$ cat config.mk
export PLATFORM = sky130hd
export DESIGN_NAME = ctrl_sequencer
export DESIGN_NICKNAME = d
export VERILOG_FILES = /design/src/rtl/ctrl_sequencer_pkg.sv /design/src/rtl/ctrl_decode.sv /design/src/rtl/ctrl_sequencer.sv
export SDC_FILE = /design/constraint.sdc
export NUM_CORES = 1
export LEC_CHECK = 0
export BUFFER_PORTS_ARGS = -buffer_cell sky130_fd_sc_hd__clkbuf_2
export CORE_MARGIN = 10
export CORE_UTILIZATION = 39
export DETAILED_ROUTE_END_ITERATION = 10
export GPL_TIMING_DRIVEN = 0
export PLACE_DENSITY = 0.74
export SLEW_MARGIN = 20
export SYNTH_ARGS = -nofsm -noshare
export SYNTH_HDL_FRONTEND = slang
export SYNTH_SLANG_ARGS = --single-unit
$ cat constraint.sdc
create_clock -name Clk -period 1.9 [get_ports Clk]
set_clock_uncertainty 0.2 [all_clocks]
set_input_delay 0.475 -clock Clk [delete_from_list [all_inputs] [get_ports Clk]]
set_output_delay 0.475 -clock Clk [all_outputs]
set_load 0.01 [all_outputs]
$ cat src/rtl/ctrl_sequencer_pkg.sv
// Shared definitions for the control sequencer: ALU operations, opcodes,
// regfile write sources and FSM states.
package ctrl_sequencer_pkg;

  localparam logic [3:0] kADD = 4'd0;
  localparam logic [3:0] kSUB = 4'd1;
  localparam logic [3:0] kLSH = 4'd2;
  localparam logic [3:0] kRSH = 4'd3;
  localparam logic [3:0] kORR = 4'd4;
  localparam logic [3:0] kRXR = 4'd5;
  localparam logic [3:0] kSBS = 4'd6;
  localparam logic [3:0] kDBS = 4'd7;

  // Instructions with bit 8 set use a 4-bit opcode, the rest a 5-bit opcode.
  localparam logic [3:0] kOpSub  = 4'b1000;
  localparam logic [3:0] kOpLsh  = 4'b1001;
  localparam logic [3:0] kOpRsh  = 4'b1010;
  localparam logic [3:0] kOpOrr  = 4'b1011;
  localparam logic [3:0] kOpRxr  = 4'b1100;
  localparam logic [3:0] kOpAdd  = 4'b1110;
  localparam logic [3:0] kOpMovi = 4'b1111;

  localparam logic [4:0] kOpBeq = 5'b00100;
  localparam logic [4:0] kOpBne = 5'b00101;
  localparam logic [4:0] kOpSpc = 5'b00110;
  localparam logic [4:0] kOpMov = 5'b00111;
  localparam logic [4:0] kOpLd  = 5'b01000;
  localparam logic [4:0] kOpSt  = 5'b01001;
  localparam logic [4:0] kOpSbs = 5'b01010;
  localparam logic [4:0] kOpDbs = 5'b01011;

  localparam logic [2:0] kWsAlu = 3'b000;
  localparam logic [2:0] kWsMem = 3'b001;
  localparam logic [2:0] kWsImm = 3'b010;
  localparam logic [2:0] kWsReg = 3'b011;

  // All-ones word ends the program; shadows "movi 5'b11111".
  localparam logic [8:0] kDONE = 9'h1FF;

  typedef enum logic [1:0] {IDLE, EXEC, MEMWAIT, HALT} ctrl_state_t;

endpackage

$ cat src/rtl/ctrl_decode.sv
// Combinational instruction decoder: fields and raw (ungated) enables.
module ctrl_decode
  import ctrl_sequencer_pkg::*;
#(
  parameter int unsigned IW   = 9,
  parameter int unsigned RAW  = 4,
  parameter int unsigned PCRW = 2,
  parameter int unsigned SUBW = 2
) (
  input  logic [IW-1:0]   Instruction,
  input  logic [SUBW-1:0] SubstringIndex,
  output logic [PCRW-1:0] PCRegSelect,
  output logic [2:0]      WriteSource,
  output logic [RAW-1:0]  ReadRegAddrA,
  output logic [RAW-1:0]  ReadRegAddrB,
  output logic [RAW-1:0]  WriteRegAddr,
  output logic [3:0]      ALUOp,
  output logic [7:0]      ImmOut,
  output logic            JumpEqualRaw,
  output logic            JumpNotEqualRaw,
  output logic            OffsetEnRaw,
  output logic            RegWrEnRaw,
  output logic            MemWrEnRaw,
  output logic            IsLoad,
  output logic            IsSubstr
);

  always_comb begin
    PCRegSelect     = '0;
    WriteSource     = kWsAlu;
    ReadRegAddrA    = '0;
    ReadRegAddrB    = '0;
    WriteRegAddr    = '0;
    ALUOp           = kADD;
    ImmOut          = '0;
    JumpEqualRaw    = 1'b0;
    JumpNotEqualRaw = 1'b0;
    OffsetEnRaw     = 1'b0;
    RegWrEnRaw      = 1'b0;
    MemWrEnRaw      = 1'b0;
    IsLoad          = 1'b0;
    IsSubstr        = 1'b0;
    if (Instruction[8]) begin
      // Register ALU ops: rrr op= r1.
      ReadRegAddrA = RAW'(Instruction[4:2]);
      ReadRegAddrB = RAW'(1);
      WriteRegAddr = RAW'(Instruction[4:2]);
      RegWrEnRaw   = 1'b1;
      case (Instruction[8:5])
        kOpSub:  ALUOp = kSUB;
        kOpLsh:  ALUOp = kLSH;
        kOpRsh:  ALUOp = kRSH;
        kOpOrr:  ALUOp = kORR;
        kOpRxr:  ALUOp = kRXR;
        kOpAdd:  ALUOp = kADD;
        kOpMovi: begin
          ReadRegAddrA = '0;
          ReadRegAddrB = '0;
          WriteRegAddr = RAW'(1);
          WriteSource  = kWsImm;
          ImmOut       = 8'(Instruction[4:0]);
        end
        default: begin
          ReadRegAddrA = '0;
          ReadRegAddrB = '0;
          WriteRegAddr = '0;
          RegWrEnRaw   = 1'b0;
        end
      endcase
    end else begin
      case (Instruction[8:4])
        kOpBeq: begin
          PCRegSelect  = PCRW'(Instruction[3:2]);
          JumpEqualRaw = 1'b1;
        end
        kOpBne: begin
          PCRegSelect     = PCRW'(Instruction[3:2]);
          JumpNotEqualRaw = 1'b1;
        end
        kOpSpc: begin
          PCRegSelect = PCRW'(Instruction[3:2]);
          OffsetEnRaw = Instruction[1];
        end
        kOpMov: begin
          ReadRegAddrA = RAW'(Instruction[3:1]);
          WriteRegAddr = RAW'(1);
          WriteSource  = kWsReg;
          RegWrEnRaw   = 1'b1;
        end
        kOpLd: begin
          ReadRegAddrA = RAW'(1);
          WriteRegAddr = RAW'(Instruction[3:1]);
          WriteSource  = kWsMem;
          RegWrEnRaw   = 1'b1;
          IsLoad       = 1'b1;
        end
        kOpSt: begin
          ReadRegAddrA = RAW'(1);
          ReadRegAddrB = RAW'(Instruction[3:1]);
          MemWrEnRaw   = 1'b1;
        end
        kOpSbs, kOpDbs: begin
          ReadRegAddrA = RAW'(Instruction[3:1]);
          ReadRegAddrB = RAW'(1);
          WriteRegAddr = RAW'(Instruction[3:1]);
          ALUOp        = Instruction[4] ? kDBS : kSBS;
          ImmOut       = 8'(SubstringIndex);
          RegWrEnRaw   = 1'b1;
          IsSubstr     = 1'b1;
        end
        default: ;
      endcase
    end
  end

endmodule

$ cat src/rtl/ctrl_sequencer.sv
// Fetch/execute sequencer: gates decoder enables through an FSM with multi-cycle
// loads, an auto-advancing substring index and a done/Ack handshake.
module ctrl_sequencer
  import ctrl_sequencer_pkg::*;
#(
  parameter int unsigned IW      = 9,
  parameter int unsigned RAW     = 4,
  parameter int unsigned PCRW    = 2,
  parameter int unsigned SUBW    = 2,
  parameter int unsigned MEM_LAT = 2
) (
  input  logic            Clk,
  input  logic            Reset,
  input  logic            Start,
  input  logic [IW-1:0]   Instruction,
  output logic            PCEn,
  output logic            Busy,
  output logic            Ack,
  output logic [SUBW-1:0] SubstringIndex,
  output logic [PCRW-1:0] PCRegSelect,
  output logic [2:0]      WriteSource,
  output logic [RAW-1:0]  ReadRegAddrA,
  output logic [RAW-1:0]  ReadRegAddrB,
  output logic [RAW-1:0]  WriteRegAddr,
  output logic [3:0]      ALUOp,
  output logic [7:0]      ImmOut,
  output logic            JumpEqual,
  output logic            JumpNotEqual,
  output logic            OffsetEn,
  output logic            RegWrEn,
  output logic            MemWrEn
);

  localparam int unsigned CW = (MEM_LAT > 1) ? $clog2(MEM_LAT) : 1;

  ctrl_state_t     state_q, state_d;
  logic [CW-1:0]   cnt_q, cnt_d;
  logic [SUBW-1:0] idx_q, idx_d;
  logic            ack_q, ack_d;

  logic [PCRW-1:0] dec_pcsel;
  logic [2:0]      dec_wsrc;
  logic [RAW-1:0]  dec_ra, dec_rb, dec_wa;
  logic [3:0]      dec_aluop;
  logic [7:0]      dec_imm;
  logic            dec_jeq, dec_jne, dec_off, dec_rwe, dec_mwe, dec_load, dec_sub;

  ctrl_decode #(
    .IW   (IW),
    .RAW  (RAW),
    .PCRW (PCRW),
    .SUBW (SUBW)
  ) u_decode (
    .Instruction     (Instruction),
    .SubstringIndex  (idx_q),
    .PCRegSelect     (dec_pcsel),
    .WriteSource     (dec_wsrc),
    .ReadRegAddrA    (dec_ra),
    .ReadRegAddrB    (dec_rb),
    .WriteRegAddr    (dec_wa),
    .ALUOp           (dec_aluop),
    .ImmOut          (dec_imm),
    .JumpEqualRaw    (dec_jeq),
    .JumpNotEqualRaw (dec_jne),
    .OffsetEnRaw     (dec_off),
    .RegWrEnRaw      (dec_rwe),
    .MemWrEnRaw      (dec_mwe),
    .IsLoad          (dec_load),
    .IsSubstr        (dec_sub)
  );

  always_ff @(posedge Clk or posedge Reset) begin
    if (Reset) begin
      state_q <= IDLE;
      cnt_q   <= '0;
      idx_q   <= '0;
      ack_q   <= 1'b0;
    end else begin
      state_q <= state_d;
      cnt_q   <= cnt_d;
      idx_q   <= idx_d;
      ack_q   <= ack_d;
    end
  end

  always_comb begin
    state_d      = state_q;
    cnt_d        = cnt_q;
    idx_d        = idx_q;
    ack_d        = ack_q;
    PCEn         = 1'b0;
    PCRegSelect  = '0;
    WriteSource  = '0;
    ReadRegAddrA = '0;
    ReadRegAddrB = '0;
    WriteRegAddr = '0;
    ALUOp        = '0;
    ImmOut       = '0;
    JumpEqual    = 1'b0;
    JumpNotEqual = 1'b0;
    OffsetEn     = 1'b0;
    RegWrEn      = 1'b0;
    MemWrEn      = 1'b0;

    // Fields follow the decoder whenever an instruction is in flight.
    if (state_q == EXEC || state_q == MEMWAIT) begin
      PCRegSelect  = dec_pcsel;
      WriteSource  = dec_wsrc;
      ReadRegAddrA = dec_ra;
      ReadRegAddrB = dec_rb;
      WriteRegAddr = dec_wa;
      ALUOp        = dec_aluop;
      ImmOut       = dec_imm;
    end

    case (state_q)
      IDLE: begin
        if (Start) state_d = EXEC;
      end
      EXEC: begin
        if (Instruction == kDONE) begin
          state_d = HALT;
          ack_d   = 1'b1;
        end else if (dec_load && MEM_LAT > 0) begin
          cnt_d   = CW'(MEM_LAT - 1);
          state_d = MEMWAIT;
        end else begin
          PCEn         = 1'b1;
          RegWrEn      = dec_rwe;
          MemWrEn      = dec_mwe;
          JumpEqual    = dec_jeq;
          JumpNotEqual = dec_jne;
          OffsetEn     = dec_off;
          if (dec_sub) idx_d = idx_q + SUBW'(1);
        end
      end
      MEMWAIT: begin
        if (cnt_q == '0) begin
          RegWrEn = dec_rwe;
          PCEn    = 1'b1;
          state_d = EXEC;
        end else begin
          cnt_d = cnt_q - CW'(1);
        end
      end
      HALT: begin
        if (Start) begin
          state_d = EXEC;
          ack_d   = 1'b0;
          idx_d   = '0;
        end
      end
      default: state_d = IDLE;
    endcase
  end

  assign Busy           = (state_q == EXEC) || (state_q == MEMWAIT);
  assign Ack            = ack_q;
  assign SubstringIndex = idx_q;

endmodule
==> out/metrics.yaml, run 1 <==
status:
  status: "finished, violations left"
  violations: "negative setup slack"
cells_and_area:
  seqCellArea_um2: 151
  drive_above_1_share: 0.627
  multi_input_area_um2: 948
  fin_cells: 245
  syn_to_final_growth_pct: 91.7
  fillers: 149
  final_net_count: 234
  antenna_cells: 0
sta:
  period_share: 1.21
  hold_viol: 0
  setup_ws_ns: -0.407
  setup_viol: 29
  rsz0062_at_grt: "yes"
  hold-worst-slack_ns: 0.366
  post-route-min-period_ns: 2.31
  max_freq_mhz: 434
  drv_slew: 0
floorplanning:
  die-width_um: 69.7
  row_count: 17
  die_h_um: 69.7
  dieArea_um2: 4860
  ioPinCount: 51
  initial_core_util: 0.424
  coreArea_um2: 2280
global_routing:
  antenna_found_initial: 0
  grt_busiest_layer: "met2"
  grt-ovfl-total: 0
  global_route.usage.met2: 0.235
  grtUsageTotal: 0.153
  grt_max_degree: 11
  grt_first_pass_wirelength_mm: 6.42
  first_global_vias: 1304
  met3_usage: 0.0485
  gr-usage-met1: 0.193
run:
  maxCapViolCount: 0
min_path:
  hp-class: "reg2reg"
  hp-start: "Ack$_DFFE_PP0P_"
worst_setup_path:
  cp.required_ns: 1.22
  critical_path.max_fanout: 5
  crit_path_end_kind: "output pin"
  crit_start: "state_q[1]$_DFFE_PP0P_"
  rr_startpoint: "state_q[1]$_DFFE_PP0P_"
  arrival_ns: 1.63
  start_kind: "flop"
  criticalPathCategory: "reg2out"
pwr:
  vdd.ir_drop.worst_uv: 1170
  power_density_nw_per_um2: 1140
  p_leak_nw: 0.874
logic_synthesis:
  postSynth.asyncResetShare: 1.00
  ys_warn_count: 0
  synth_area_leaders: "dfrtp_1, buf_4, nor2_1, a21oi_1, nand2_1"
  yosys_most_used_dff: "dfrtp_1"
  yosysSeqAreaShare: 0.156
  syn_inst: 142
  yosysTopAreaCell: "dfrtp_1"
  synth_edf_count: 0
  yosys_register_bits: 6
  ys_types: 38
  avgSynthCellArea_um2: 6.79
  synth_area_um2: 965
  synth_top_area_share: 0.156
clock_network:
  cts_buffers: 3
  cts_tree: "yes"
  root_buffer: "clkbuf_4"
  cts_max_level: 1
  cts_max_path_buffers: 2
  clkSinkCount: 6
  insertion_delay_ns: 0.28
  path_clk_slew_ns: 0.05
placed_design:
  dp.cells: 216
  gp_congestion: 0.891
  io_buffer_count: 39
  hpwl_mm: 2.58
detailed_routing:
  drt-vias-per-instance: 5.65
  drt-wirelength-per-cell_um: 17.9
  routed_wl_mm: 4.39
  vias: 1385
  ant_nets: 0
  first_iter_violations: 92
  firstDrtPassIters: 4
  drc: 0
==> metrics by stage <==
stage               instance area [um2]  power [W]  utilization  worst slack, ns  TNS, ns
global placement                   1350    0.00120        0.593           -0.580    -7.17
floorplan                          1120   0.000912            -           -0.218    -1.12
detailed placement                 1350    0.00122        0.593           -0.577    -7.35
CTS                                1720    0.00190        0.756           -0.365    -7.03
finish                             1850    0.00210        0.813           -0.407    -8.25
global route                       1850    0.00224        0.813           -0.453    -9.50
==> cell usage in the layout, fill, tap and decap left out, types with 4 or more instances in the layout <==
cell type	netlist	routed
buf_4	12	26
buf_2	2	21
clkbuf_2	0	15
buf_6	0	10
nor2_2	0	10
nor2_1	20	9
nand3_1	9	9
conb_1	1	8
nand2_1	14	7
o21ai_0	10	6
inv_1	10	6
a21oi_2	0	6
dfrtp_1	6	5
a21oi_1	11	5
nand2_4	0	5
nor3_4	1	4
==> final cells by class <==
cell class	instances	share of cell area
multi-input combinational	116	0.513
timing repair buffer	65	0.250
buffer	16	0.0940
sequential	6	0.0819
inverter	11	0.0304
tap	28	0.0189
clock buffer	3	0.0122
==> worst max-delay path, stage by stage (launching register included) <==
cell and delay (ns):
dfrtp_1 0.43, buf_6 0.14, ha_4 0.26, clkbuf_16 0.17
buf_4 0.13, a21oi_2 0.09, buf_2 0.14
==> flip-flops by register name, summed over array words and instances (netlist names) <==
register / flops
cnt_q: 1
state_q: 2
Ack: 1
SubstringIndex: 2
==> cells in the mapped netlist (all sizes together), types with 3 or more instances <==
cell and count:
nor2 20, buf 14, nand2 14, a21oi 11, inv 10, o21ai 10, nand3 9, nor3 8
dfrtp 6, a211oi 3, a22oi 3, a31oi 3, ha 3, nand4 3
==> power breakdown <==
group | internal, W | leakage, nW | switching, W
Sequential | 0.000167 | 0.0624 | 0.0000562
Clock | 0.0000727 | 0.0138 | 0.0000649
Combinational | 0.000865 | 0.798 | 0.000876
Total | 0.00110 | 0.874 | 0.000997
==> path summary, 6_finish.rpt <==
path	end	slack, ns	depth (start not counted)
setup reg to reg	state_q[0]$_DFFE_PP0P_	-0.04	8
min in group asynchronous	state_q[1]$_DFFE_PP0P_	0.46	3
hold / removal	Ack$_DFFE_PP0P_	0.37	1
hold reg to reg	Ack$_DFFE_PP0P_	0.37	1
setup / recovery	ReadRegAddrA[0]	-0.41	6
max in group asynchronous	state_q[0]$_DFFE_PP0P_	0.82	3
==> what timing repair did <==
item | in CTS | in global routing
pin swaps | 12 | 15
endpoints found under the setup margin | 28 | 30
cloned | 1 | 0
hold buffers | 1 | 0
setup buffers | 20 | 6
gates resized for setup | 43 | 48
hold endpoints to repair | 6 | 0
==> logic make-up (layout without fill, tap and decap cells) <==
group | Yosys count | count (layout) | share of synthesized area
other | 1 | 8 | 0.00389
and+or+nand+nor | 65 | 65 | 0.379
muxes | 2 | 2 | 0.0208
AOI/OAI and AO/OA | 37 | 37 | 0.239
DFF | 6 | 6 | 0.156
adders and majority gates | 3 | 3 | 0.0389
buffers and inverters | 27 | 95 | 0.154
xor gates and xnor gates | 1 | 1 | 0.00908
==> layer usage <==
layer  part of all wire  vias to the layer above
met5                  0                        -
met4              0.019                        0
met3               0.12                        7
met2               0.46                       99
met1               0.41                      642
li1                   -                      637
Power figures use the tool's default switching activity.
==> run 2: changes to the inputs <==
- CAP_MARGIN: not set -> 10
- CELL_PAD_IN_SITES_DETAIL_PLACEMENT: not set -> 1
- CELL_PAD_IN_SITES_GLOBAL_PLACEMENT: not set -> 1
- CORE_UTILIZATION: 39 -> 28
- CTS_BUF_LIST: not set -> sky130_fd_sc_hd__clkbuf_8
- PLACE_DENSITY: 0.74 -> not set
- PLACE_DENSITY_LB_ADDON: not set -> 0.1
==> run 2 against run 1 <==
Largest power group unchanged. Global-route usage decreased by 1.4 points. Critical endpoint is now ImmOut[3]. The run still ends with negative setup slack left. Power fell by 2.0%. Via count fell by 4.2%.
==> out/metrics.yaml, run 2 (same netlist as run 1, synthesis figures left out) <==
cells_and_area:
  final_common_cell: "buf_4"
  drive_above_1_share: 0.635  # +0.00798
  fillers: 429  # +190%
  final_cell_mix: "buf_4, buf_2, clkbuf_2"
  final_area_um2: 1900  # +2.8%
  antenna_cells: 0  # unchanged
  final_net_count: 236  # +0.85%
  syn_to_final_growth_pct: 97.1
placed_design:
  dp_slack_ns: -0.646  # -0.0692 ns
  hpwl_mm: 3.10  # +20%
  io_buffer_count: 39  # unchanged
  gp_congestion: 0.852  # -4.4%
  place_area_um2: 1370  # +1.7%
worst_setup_path:
  start_kind: "flop"
  crit_path_end_kind: "output pin"
  arrival_ns: 1.56  # -0.07 ns
  criticalPathCategory: "reg2out"
  cpPeakStageDelay_ns: 0.42  # about the same
  crit_path_cell_trace: "inv_2 -> ha_4 -> inv_6 -> buf_4 -> nand2_4 -> nor2_1 -> clkbuf_2"
  cp.required_ns: 1.22  # about the same
  critical_path.max_fanout: 5  # unchanged
  slowest_stage: "dfrtp_1"
sta:
  hold-worst-slack_ns: 0.333  # -0.0331 ns
  rsz0062_at_grt: "yes"
  max_freq_mhz: 447  # +3.2%
  tns_ns: -7.04  # +1.21 ns
  period_share: 1.18  # -0.0375
  post-route-min-period_ns: 2.24  # -0.0712 ns
  setup_viol: 29  # unchanged
  hold_viol: 0  # unchanged
  setup_ws_ns: -0.336  # +0.0712 ns
  drv_slew: 0  # unchanged
floorplanning:
  dieArea_um2: 6190  # +27%
  row_count: 21  # +4
  coreArea_um2: 3340  # +47%
  die_h_um: 78.7  # +13%
  initial_core_util: 0.289  # -0.135
  ioPinCount: 51  # unchanged
  die-width_um: 78.7  # +13%
detailed_routing:
  first_iter_violations: 26  # -72%
  drt-wirelength-per-cell_um: 17.7  # -0.93%
  drc: 0  # unchanged
  ant_nets: 0  # unchanged
  vias: 1327  # -4.2%
  routed_wl_mm: 4.70  # +7.2%
  drt-vias-per-instance: 5.01  # -11%
  firstDrtPassIters: 4  # unchanged
run:
  maxCapViolCount: 0  # unchanged
clock_network:
  cts_max_path_buffers: 2  # unchanged
  insertion_delay_ns: 0.22  # -0.06 ns
  root_buffer: "clkbuf_8"
  cts_max_level: 1  # unchanged
  cts_buffers: 3  # unchanged
  clkSinkCount: 6  # unchanged
  path_clk_slew_ns: 0.03  # -0.02 ns
  cts_tree: "yes"
status:
  violations: "negative setup slack"
  status: "finished, violations left"
global_routing:
  grtUsageTotal: 0.139  # -0.0137
  grt-ovfl-total: 0  # unchanged
  antenna_found_initial: 0  # unchanged
  first_global_vias: 1514  # +16%
  grt_first_pass_wirelength_mm: 7.18  # +12%
  grt_max_degree: 11  # unchanged
pwr:
  p_leak_nw: 0.887  # +1.5%
  power_density_nw_per_um2: 1080  # -4.7%
  vdd.ir_drop.worst_uv: 697  # -41%
min_path:
  hp-class: "reg2reg"
run 2: critical path: cells and delay by family, from the launching register on:
kind | cells | cell delay, ns
buffers and inverters | 4 | 0.45
and+or+nand+nor | 2 | 0.17
adders and majority gates | 1 | 0.29
DFF | 1 | 0.42
run 2: metrics by stage:
step / util / std cells / power (W)
floorplan: - / 149 / 0.000912
detailed placement: 0.411 / 234 / 0.00125
global placement: 0.411 / 234 / 0.00123
global route: 0.570 / 265 / 0.00221
finish: 0.570 / 265 / 0.00206
CTS: 0.507 / 257 / 0.00172
run 2: final cells by class:
cell class                 instances  area, um2  area share
buffer                            16        168      0.0882
multi-input combinational        116        965       0.507
clock buffer                       3       41.3      0.0217
inverter                          11       56.3      0.0296
timing repair buffer              67        464       0.244
sequential                         6        150      0.0789
tap                               46       57.6      0.0303
run 2: where the power goes:
group / internal (W) / switching, W
clock: 0.000136 / 0.0000534
sequential: 0.000166 / 0.0000480
combinational: 0.000799 / 0.000858
total: 0.00110 / 0.000959
run 2: routing by layer:
metal	GRT usage	share of wire	up-vias
met5	0	0	-
met4	0.0573	0.029	0
met3	0.0360	0.055	13
met2	0.271	0.56	37
met1	0.135	0.36	630
li1	-	-	647
run 2: worst paths after layout:
path,startpoint,end,slack (ns),depth (start not counted)
min in group asynchronous,Reset,state_q[1]$_DFFE_PP0P_,0.49,3
min,Ack$_DFFE_PP0P_,Ack$_DFFE_PP0P_,0.33,1
min reg2reg,Ack$_DFFE_PP0P_,Ack$_DFFE_PP0P_,0.33,1
max in group asynchronous,Reset,SubstringIndex[0]$_DFFE_PP0P_,0.83,3
max,state_q[0]$_DFFE_PP0P_,ImmOut[3],-0.34,7
max reg2reg,state_q[1]$_DFFE_PP0P_,state_q[0]$_DFFE_PP0P_,-0.03,8
run 2: timing repair:
action	4_1_cts	5_1_grt
resized for setup	30	65
hold buffers	1	0
setup endpoints to repair	30	31
setup buffers	18	8
pin swaps	11	13
endpoints found under the hold margin	6	0
gates cloned	1	0
==> run 3: changes to the inputs <==
- CTS_BUF_LIST: sky130_fd_sc_hd__clkbuf_8 -> sky130_fd_sc_hd__clkbuf_4
==> run 3 against run 2 <==
The flow still finishes with violations (negative setup slack). Global-route usage up 0.19 points. Cell count up 0.38%. Hold slack worse by 0.0066 ns. Critical endpoint is now RegWrEn. Largest cell class unchanged.
==> out/metrics.yaml, run 3 (same netlist as run 1, synthesis figures left out) <==
run:
  maxCapViolCount: 0  # unchanged
worst_setup_path:
  critical_path.max_fanout: 2  # -3
  ff2ff_path_depth: 7  # -1
  cpPeakStageDelay_ns: 0.40  # -0.02 ns
  criticalPathCategory: "reg2out"
  start_kind: "flop"
  crit_path_end_kind: "output pin"
  crit_path_cell_trace: "inv_2 -> ha_4 -> inv_4 -> o32a_1 -> nor4_4 -> buf_2"
  slowest_stage: "dfrtp_1"
  cp.required_ns: 1.22  # about the same
  arrival_ns: 1.60  # +0.04 ns
  rrSetupSlack_ns: 0.07  # +0.10 ns
status:
  status: "finished, violations left"
  violations: "negative setup slack"
detailed_routing:
  firstDrtPassIters: 4  # unchanged
  drc: 0  # unchanged
  drt-vias-per-instance: 4.99  # -0.30%
  drt-wirelength-per-cell_um: 17.8  # +0.11%
  ant_nets: 0  # unchanged
  routed_wl_mm: 4.72  # +0.49%
  vias: 1328  # +0.075%
  first_iter_violations: 57  # +120%
global_routing:
  antenna_found_initial: 0  # unchanged
  grt-ovfl-total: 0  # unchanged
  grt_max_degree: 11  # unchanged
  first_global_vias: 1537  # +1.5%
  grtUsageTotal: 0.141  # +0.00185
  grt_first_pass_wirelength_mm: 7.33  # +2.2%
min_path:
  holdPathStages: 1  # unchanged
  hp-class: "reg2reg"
clock_network:
  cts_buffers: 3  # unchanged
  path_clk_slew_ns: 0.04  # about the same
  insertion_delay_ns: 0.23  # about the same
  clkSinkCount: 6  # unchanged
  cts_max_level: 1  # unchanged
  root_buffer: "clkbuf_4"
  cts_max_path_buffers: 2  # unchanged
  cts_tree: "yes"
floorplanning:
  coreArea_um2: 3340  # unchanged
  die-width_um: 78.7  # unchanged
  initial_core_util: 0.289  # unchanged
  dieArea_um2: 6190  # unchanged
  row_count: 21  # unchanged
  ioPinCount: 51  # unchanged
  die_h_um: 78.7  # unchanged
sta:
  post-route-min-period_ns: 2.27  # +0.0360 ns
  hold_viol: 0  # unchanged
  tns_ns: -6.91  # +0.127 ns
  max_freq_mhz: 440  # -1.6%
  rsz0062_at_grt: "yes"
  setup_viol: 28  # -3.4%
  period_share: 1.20  # +0.0190
  drv_slew: 0  # unchanged
  setup_ws_ns: -0.372  # -0.0360 ns
cells_and_area:
  final_net_count: 237  # +0.42%
  fillers: 433  # +0.93%
  syn_to_final_growth_pct: 97.4
  final_common_cell: "buf_4"
  antenna_cells: 0  # unchanged
  seqCellArea_um2: 151  # +0.83%
  drive_above_1_share: 0.655  # +0.0198
  final_cell_mix: "buf_4, buf_2, clkbuf_2"
  fin_cells: 266  # +0.38%
  multi_input_area_um2: 965  # unchanged
placed_design:
  dp.cells: 234  # unchanged
  gp_congestion: 0.852  # unchanged
  io_buffer_count: 39  # unchanged
  hpwl_mm: 3.10  # unchanged
pwr:
  vdd.ir_drop.worst_uv: 897  # +29%
  power_density_nw_per_um2: 1020  # -5.5%
  p_leak_nw: 0.877  # -1.1%
[run 3: per-stage QoR]
stage | power (W) | utilization | worst slack (ns) | instance area [um2] | hold WS (ns)
after floorplan | 0.000912 | - | -0.218 | 1120 | 0.0660
final | 0.00195 | 0.571 | -0.372 | 1900 | 0.327
after global placement | 0.00123 | 0.411 | -0.662 | 1370 | 0.175
after CTS | 0.00183 | 0.529 | -0.343 | 1770 | 0.339
after global routing | 0.00209 | 0.571 | -0.450 | 1900 | 0.368
after detailed placement | 0.00125 | 0.411 | -0.646 | 1370 | 0.178
[run 3: area by class of cell]
class / instances / share of cell area
sequential: 6 / 0.0795
buffer: 16 / 0.0874
timing repair buffer: 68 / 0.255
tap: 46 / 0.0302
inverter: 11 / 0.0296
multi-input combinational: 116 / 0.507
clock buffer: 3 / 0.0118
[run 3: what timing repair did]
| action | in CTS | in global routing |
|---|---|---|
| setup endpoints to repair | 30 | 30 |
| resized for setup | 45 | 51 |
| setup buffers | 22 | 5 |
| pin swaps | 15 | 13 |
| hold buffers | 1 | 0 |
| hold endpoints to repair | 6 | 0 |
| cloned | 1 | 0 |
[run 3: metal layers]
layer | vias up | share of wire | track usage
li1 | 647 | - | -
met1 | 645 | 0.38 | 0.142
met2 | 32 | 0.56 | 0.278
met3 | 4 | 0.055 | 0.0304
met4 | 0 | 0.0085 | 0.0466
met5 | - | 0 | 0
[run 3: worst paths after layout]
kind | start | endpoint
min in group asynchronous | Reset | SubstringIndex[1]$_DFFE_PP0P_
worst min-delay path | Ack$_DFFE_PP0P_ | Ack$_DFFE_PP0P_
worst max-delay path | state_q[1]$_DFFE_PP0P_ | RegWrEn
max in group asynchronous | Reset | state_q[0]$_DFFE_PP0P_
worst min register to register | Ack$_DFFE_PP0P_ | Ack$_DFFE_PP0P_
worst max register to register | state_q[1]$_DFFE_PP0P_ | state_q[0]$_DFFE_PP0P_
[run 3: worst max-delay path: cells and delay by family, from the launching register on]
kind / cells / cell delay, ns
compound gates: 1 / 0.38
fa+ha+maj: 1 / 0.15
buf+inv: 3 / 0.29
flops: 1 / 0.40
simple gates: 1 / 0.14
[run 3: power by group]
group	total, W	internal (W)	leakage [nW]	switching, W
Clock	0.000108	0.0000709	0.0138	0.0000372
Sequential	0.000220	0.000168	0.0624	0.0000521
Combinational	0.00162	0.000762	0.801	0.000860
